## src/rtl/fetch_unit_if.sv

```systemverilog
// Fetch-side buses: shared memory read port and the
// valid/ready instruction handshake toward decode.
interface fetch_unit_if #(
  parameter int ADDR_WIDTH = 8,
  parameter int DATA_WIDTH = 8
);
  logic                  mem_req;
  logic [ADDR_WIDTH-1:0] mem_addr;
  logic                  mem_ack;
  logic [DATA_WIDTH-1:0] mem_rdata;

  logic                  instr_valid;
  logic                  instr_ready;
  logic [DATA_WIDTH-1:0] instr_opcode;
  logic [DATA_WIDTH-1:0] instr_operand;
  logic [ADDR_WIDTH-1:0] instr_pc;

  modport master (
    output mem_req,
    output mem_addr,
    input  mem_ack,
    input  mem_rdata,
    output instr_valid,
    input  instr_ready,
    output instr_opcode,
    output instr_operand,
    output instr_pc
  );

  modport slave (
    input  mem_req,
    input  mem_addr,
    output mem_ack,
    output mem_rdata,
    input  instr_valid,
    output instr_ready,
    input  instr_opcode,
    input  instr_operand,
    input  instr_pc
  );
endinterface

```

## src/rtl/fetch_unit.sv

```systemverilog
// Instruction fetch stage: sequences the PC, fetches
// 1/2-byte instructions and hands them to decode.
module fetch_unit #(
  parameter int ADDR_WIDTH = 8,
  parameter int DATA_WIDTH = 8
) (
  input  logic                  clock,
  input  logic                  reset,
  input  logic [ADDR_WIDTH-1:0] current_address,
  output logic [ADDR_WIDTH-1:0] next_address,
  input  logic                  bus_hold,
  input  logic                  redirect_valid,
  input  logic [ADDR_WIDTH-1:0] redirect_addr,
  fetch_unit_if.master          bus
);

  typedef enum logic [1:0] {
    FETCH_OP,
    FETCH_ARG,
    ISSUE
  } state_t;

  state_t                state;
  logic                  fetching;
  logic                  req;
  logic                  xfer;
  logic                  valid_q;
  logic [DATA_WIDTH-1:0] opcode_q;
  logic [DATA_WIDTH-1:0] operand_q;
  logic [ADDR_WIDTH-1:0] pc_q;

  assign fetching = (state != ISSUE);
  assign req      = !reset && fetching
                  && !bus_hold && !redirect_valid;
  assign xfer     = req && bus.mem_ack;

  assign bus.mem_req       = req;
  assign bus.mem_addr      = current_address;
  assign bus.instr_valid   = valid_q;
  assign bus.instr_opcode  = opcode_q;
  assign bus.instr_operand = operand_q;
  assign bus.instr_pc      = pc_q;

  always_comb begin
    next_address = current_address;
    if (reset)
      next_address = '0;
    else if (redirect_valid)
      next_address = redirect_addr;
    else if (xfer)
      next_address = current_address + 1'b1;
  end

  // Redirect outranks every FSM action, including a
  // same-cycle ack or decode handshake.
  always_ff @(posedge clock) begin
    if (reset) begin
      state     <= FETCH_OP;
      valid_q   <= 1'b0;
      opcode_q  <= '0;
      operand_q <= '0;
      pc_q      <= '0;
    end else if (redirect_valid) begin
      state   <= FETCH_OP;
      valid_q <= 1'b0;
    end else begin
      unique case (state)
        FETCH_OP: begin
          if (xfer) begin
            opcode_q  <= bus.mem_rdata;
            operand_q <= '0;
            pc_q      <= current_address;
            if (bus.mem_rdata[7]) begin
              state <= FETCH_ARG;
            end else begin
              state   <= ISSUE;
              valid_q <= 1'b1;
            end
          end
        end
        FETCH_ARG: begin
          if (xfer) begin
            operand_q <= bus.mem_rdata;
            state     <= ISSUE;
            valid_q   <= 1'b1;
          end
        end
        ISSUE: begin
          if (bus.instr_ready) begin
            state   <= FETCH_OP;
            valid_q <= 1'b0;
          end
        end
        default: begin
          state   <= FETCH_OP;
          valid_q <= 1'b0;
        end
      endcase
    end
  end

endmodule
```

## src/flat_wrapper.sv

```systemverilog
// flat-port wrapper written by rule: the top's interface ports become plain ports
module fetch_unit_flat 
#(
  parameter int ADDR_WIDTH = 8,
  parameter int DATA_WIDTH = 8
)
  (clock, reset, current_address, next_address, bus_hold, redirect_valid, redirect_addr, bus_mem_req, bus_mem_addr, bus_mem_ack, bus_mem_rdata, bus_instr_valid, bus_instr_ready, bus_instr_opcode, bus_instr_operand, bus_instr_pc);
  fetch_unit_if #(.ADDR_WIDTH(ADDR_WIDTH), .DATA_WIDTH(DATA_WIDTH)) bus_i ();
  input  logic clock;
  input  logic reset;
  input  logic [ADDR_WIDTH-1:0] current_address;
  output logic [ADDR_WIDTH-1:0] next_address;
  input  logic bus_hold;
  input  logic redirect_valid;
  input  logic [ADDR_WIDTH-1:0] redirect_addr;
  output wire logic [$bits(bus_i.mem_req)-1:0] bus_mem_req;
  output wire logic [$bits(bus_i.mem_addr)-1:0] bus_mem_addr;
  input wire logic [$bits(bus_i.mem_ack)-1:0] bus_mem_ack;
  input wire logic [$bits(bus_i.mem_rdata)-1:0] bus_mem_rdata;
  output wire logic [$bits(bus_i.instr_valid)-1:0] bus_instr_valid;
  input wire logic [$bits(bus_i.instr_ready)-1:0] bus_instr_ready;
  output wire logic [$bits(bus_i.instr_opcode)-1:0] bus_instr_opcode;
  output wire logic [$bits(bus_i.instr_operand)-1:0] bus_instr_operand;
  output wire logic [$bits(bus_i.instr_pc)-1:0] bus_instr_pc;
  assign bus_mem_req = bus_i.mem_req;
  assign bus_mem_addr = bus_i.mem_addr;
  assign bus_i.mem_ack = bus_mem_ack;
  assign bus_i.mem_rdata = bus_mem_rdata;
  assign bus_instr_valid = bus_i.instr_valid;
  assign bus_i.instr_ready = bus_instr_ready;
  assign bus_instr_opcode = bus_i.instr_opcode;
  assign bus_instr_operand = bus_i.instr_operand;
  assign bus_instr_pc = bus_i.instr_pc;
  fetch_unit #(.ADDR_WIDTH(ADDR_WIDTH), .DATA_WIDTH(DATA_WIDTH)) u_core (.clock(clock), .reset(reset), .current_address(current_address), .next_address(next_address), .bus_hold(bus_hold), .redirect_valid(redirect_valid), .redirect_addr(redirect_addr), .bus(bus_i));
endmodule
```

## config.mk

```make
export PLATFORM = sky130hd
export DESIGN_NAME = fetch_unit_flat
export DESIGN_NICKNAME = d
export VERILOG_FILES = /design/src/rtl/fetch_unit_if.sv /design/src/rtl/fetch_unit.sv /design/src/flat_wrapper.sv
export SDC_FILE = /design/constraint.sdc
export NUM_CORES = 1
export LEC_CHECK = 0
export ABC_AREA = 1
export CAP_MARGIN = 20
export CORE_MARGIN = 2
export CORE_UTILIZATION = 41
export CTS_CLUSTER_DIAMETER = 40
export DETAILED_ROUTE_END_ITERATION = 10
export PLACE_DENSITY = 0.86
export SLEW_MARGIN = 20
export SYNTH_ARGS = -nofsm -noshare
export SYNTH_HDL_FRONTEND = slang
export SYNTH_SLANG_ARGS = --single-unit
```

## constraint.sdc

```tcl
create_clock -name clock -period 1.7 [get_ports clock]
set_input_delay 0.17 -clock clock [delete_from_list [all_inputs] [get_ports clock]]
set_output_delay 0.17 -clock clock [all_outputs]
set_load 0.01 [all_outputs]
```

==> flow_metrics.py <==
metrics = {
    "critical_path": {
        "worst_path_dominant_cell_family": "buffers and inverters",
        "worst_path_most_repeated_cell": "buf_4",
        "crit_path_top_delay_cell": "clkdlybuf4s50_1",
        "timing.critical_path.required_ns": 1.85,
        "critical_path.endpoint_type": "flip-flop",
        "r2r_start": "u_core.state[0]",
        "path_cells": "clkdlybuf4s50_1, inv_1, nor2_8, buf_6, buf_4, buf_4, nand2_4, o21ai_0, nor2_1",
        "worst_reg2reg_endpoint": "u_core.bus.instr_opcode[7]",
        "start_kind": "primary input",
        "critPathBufInv": 5,
        "worstPathArrival_ns": 1.81,
        "worstSetupPathDepth": 9,
        "timing.reg2reg.worst_path_depth": 10,
        "classification_of_the_worst_setup_path": "primary input to flip-flop",
        "crit_fanout": 11,
        "setup.worst_path.start": "bus_mem_ack",
        "ff2ff_setup_slack_ns": 0.05,
        "critPathMaxStageDelay_ns": 0.52,
    },
    "routing": {
        "drt-pass1-iter-count": 4,
        "wl_met3_microns": 276,
        "avgRoutedWirePerCell_microns": 12.2,
        "route.vias.total": 1814,
        "maxUsedRoutingLayer": "met4",
        "drt_iter0_markers": 128,
        "routed_wl_microns": 4480,
        "route.detailed.drc": 0,
        "route.layer.met1.wl_microns": 1910,
        "route.met2.wl_microns": 2230,
        "vias_cell": 4.93,
        "residual_antenna_violating_net_count_after_detailed_routing": 0,
    },
    "min_path": {
        "holdCritStartpoint": "current_address[6]",
        "min-delay-path-class": "primary input to flip-flop",
        "timing.hold.worst_path_depth": 4,
        "whs_endpoint": "u_core.bus.instr_pc[6]",
    },
    "global_route": {
        "grt.overflow.total": 0,
        "grt_antenna_before_repair": 0,
        "grt_start_max_net_pins": 25,
        "grt_usage_pct": 20.4,
        "grt_pass1_vias": 1623,
        "grt_pass1_wl_microns": 6860,
    },
    "clock_network": {
        "cts.htree.levels": 1,
        "cts-buffers-inserted": 3,
        "worstSkewPairLatency_ns": 0.26,
        "cts_hold_buffers": 0,
        "clkTransAtPathRegs_ns": 0.09,
        "cts-root-to-sink-buffers": 2,
        "cts_tree": "done",
        "tritoncts_num_sinks": 27,
        "cts.root.buffer_cell": "clkbuf_8",
    },
    "yosys": {
        "synth.cell_area_sq_mm": 0.00151,
        "synth_warnings": 0,
        "synth.net_count": 259,
        "syn-instance-count": 228,
        "synth-seq-cells": 27,
        "synth_area_per_cell_sq_um": 6.64,
        "synth_seq_area_share_pct": 35.7,
        "synth.lib_cells_used.distinct": 29,
    },
    "sta": {
        "tns_ns": 0,
        "final.period_utilization_pct": 97.3,
        "final.setup_skew_ns": 0.00471,
        "layout_min_cycle_time_ns": 1.65,
        "final-setup-viol-count": 0,
        "maxSlewHeadroom_pct": 65.4,
        "unrepaired_setup_endpoints_after_global_routing": "yes",
        "worstMarginPinSlew_ns": 0.517,
        "final-hold-violation-count": 0,
        "maxClockFrequency_mhz": 605,
        "report.final.slew_viol_count": 0,
    },
    "floorplan": {
        "fp-row-count": 22,
        "io_pins": 72,
        "die_y_microns": 64.8,
        "start_util_pct": 42.0,
        "die-width_microns": 64.8,
        "core_region_area_sq_mm": 0.00361,
        "design.die.area_sq_mm": 0.00419,
    },
    "power_and_ir_drop": {
        "power.ir.vdd_worst_v": 0.000271,
        "power_leakage_nw": 1.11,
        "powerDensity_mw_per_mm2": 538,
    },
    "cells_and_area": {
        "number_of_nets_in_the_final_layout": 352,
        "drive_above_1_share_pct": 20.3,
        "final_cell_area_sq_mm": 0.00251,
        "antenna_diode_count": 0,
        "syn_to_final_growth_pct": 66.1,
        "layout.filler_cells": 295,
    },
    "place": {
        "portBuffers": 71,
        "dp.final_hpwl_microns": 3160,
        "placed_cell_area_sq_mm": 0.00236,
        "globalplace.congestion": 0.867,
    },
    "job": {
        "timing.max_cap.violations": 0,
    },
    "status": {
        "status": "finished, final reports clean",
    },
}
[where the power goes]
group          switching [W]  internal [W]  total [W]
logic               0.000168      0.000183   0.000351
clock network       0.000188      0.000164   0.000352
registers         0.00000662      0.000645   0.000652
[worst max-delay path by stage]
stage | end | slack (ns)
after floorplan | next_address[1] | 0.37
after global placement | next_address[3] | -0.48
after detailed placement | next_address[6] | -0.54
after CTS | next_address[0] | -0.03
after global routing | u_core.bus.instr_opcode[7] | -0.04
final | u_core.bus.instr_opcode[7] | 0.05
[logic make-up (layout without fill, tap and decap cells)]
group | after synthesis | after routing | synth area share [%]
AND/OR/NAND/NOR | 127 | 128 | 38.2
adder cells (fa/ha/maj) | 1 | 1 | 0.826
XOR/XNOR | 1 | 1 | 0.579
buffers and inverters | 34 | 125 | 11.8
flip-flops | 27 | 27 | 35.7
AO/OA/AOI/OAI | 38 | 38 | 12.9
[registers in the layout, summed over array words and instances (netlist names)]
signal,cells
u_core.bus.instr_valid,1
u_core.bus.instr_operand,8
u_core.state,2
u_core.bus.instr_opcode,8
u_core.bus.instr_pc,8
[cells in the final DEF, fill, tap and decap left out, drive strengths merged]
| cell | Yosys | routed |
|---|---|---|
| o21bai | 1 | 1 |
| dlymetal6s2s | 0 | 3 |
| a21oi | 9 | 9 |
| nand4 | 9 | 9 |
| inv | 18 | 17 |
| buf | 12 | 38 |
| nor3 | 2 | 2 |
| nand2 | 47 | 48 |
| nor2 | 61 | 61 |
| dfxtp | 27 | 27 |
| xor2 | 1 | 1 |
| dlygate4sd2 | 0 | 6 |
| ha | 1 | 1 |
| clkinv | 0 | 2 |
| o21ai | 27 | 27 |
| or2 | 2 | 2 |
| o21a | 1 | 1 |
| clkdlybuf4s50 | 0 | 54 |
| nand3 | 6 | 6 |
| clkbuf | 4 | 5 |
[metal layers]
metal / vias to the layer above / global-route usage (%)
met4: 0 / 5.85
met2: 65 / 36.2
li1: 909 / -
met1: 834 / 25.8
met3: 6 / 2.43
met5: - / 0
[layout make-up]
cell class | count | area (sq um) | area share [%]
inverter | 18 | 80.1 | 3.18
tap | 48 | 60.1 | 2.39
multi-input combinational | 168 | 861 | 34.2
clock buffer | 3 | 41.3 | 1.64
clock inverter | 1 | 5.00 | 0.199
sequential | 27 | 542 | 21.5
timing repair buffer | 103 | 926 | 36.8
[worst reg2reg max path, stage by stage, from the launching register on]
cell and delay [ns]:
dfxtp_2 0.34, inv_2 0.05, nand2_4 0.08, nand3_4 0.10, nor2_8 0.13, buf_6 0.12
buf_4 0.09, buf_4 0.20, nand2_4 0.12, o21ai_0 0.26, nor2_1 0.07
[cell usage after synthesis, drive strengths merged]
cell,count,share of area [%]
nor2,61,17
nand2,47,12
dfxtp,27,36
o21ai,27,8.9
inv,18,4.6
buf,12,6.2
a21oi,9,3.0
nand4,9,4.1
nand3,6,2.8
clkbuf,4,0.99
nor3,2,1.4
or2,2,0.83
ha,1,0.83
o21a,1,0.50
o21bai,1,0.50
xor2,1,0.58
[stage by stage]
step                worst slack [ns]  hold WS (ns)  std cells  utilization (%)  total power [W]
CTS                          -0.0253         0.459        366             68.1          0.00135
global route                 -0.0436         0.352        368             69.7          0.00143
detailed placement            -0.544         0.471        355             65.3          0.00100
finish                        0.0466         0.316        368             69.7          0.00135
global placement              -0.483         0.462        355             65.3         0.000997
floorplan                      0.375         0.315        228                -         0.000808
[what timing repair did]
action                     4_1_cts  5_1_grt
pin swaps                        6        8
setup endpoints to repair        9       24
setup buffers                    7        2
cloned                           0        1
gates resized for setup         42       24
hold endpoints to repair         0        0
(Power assumes the default switching activity.)
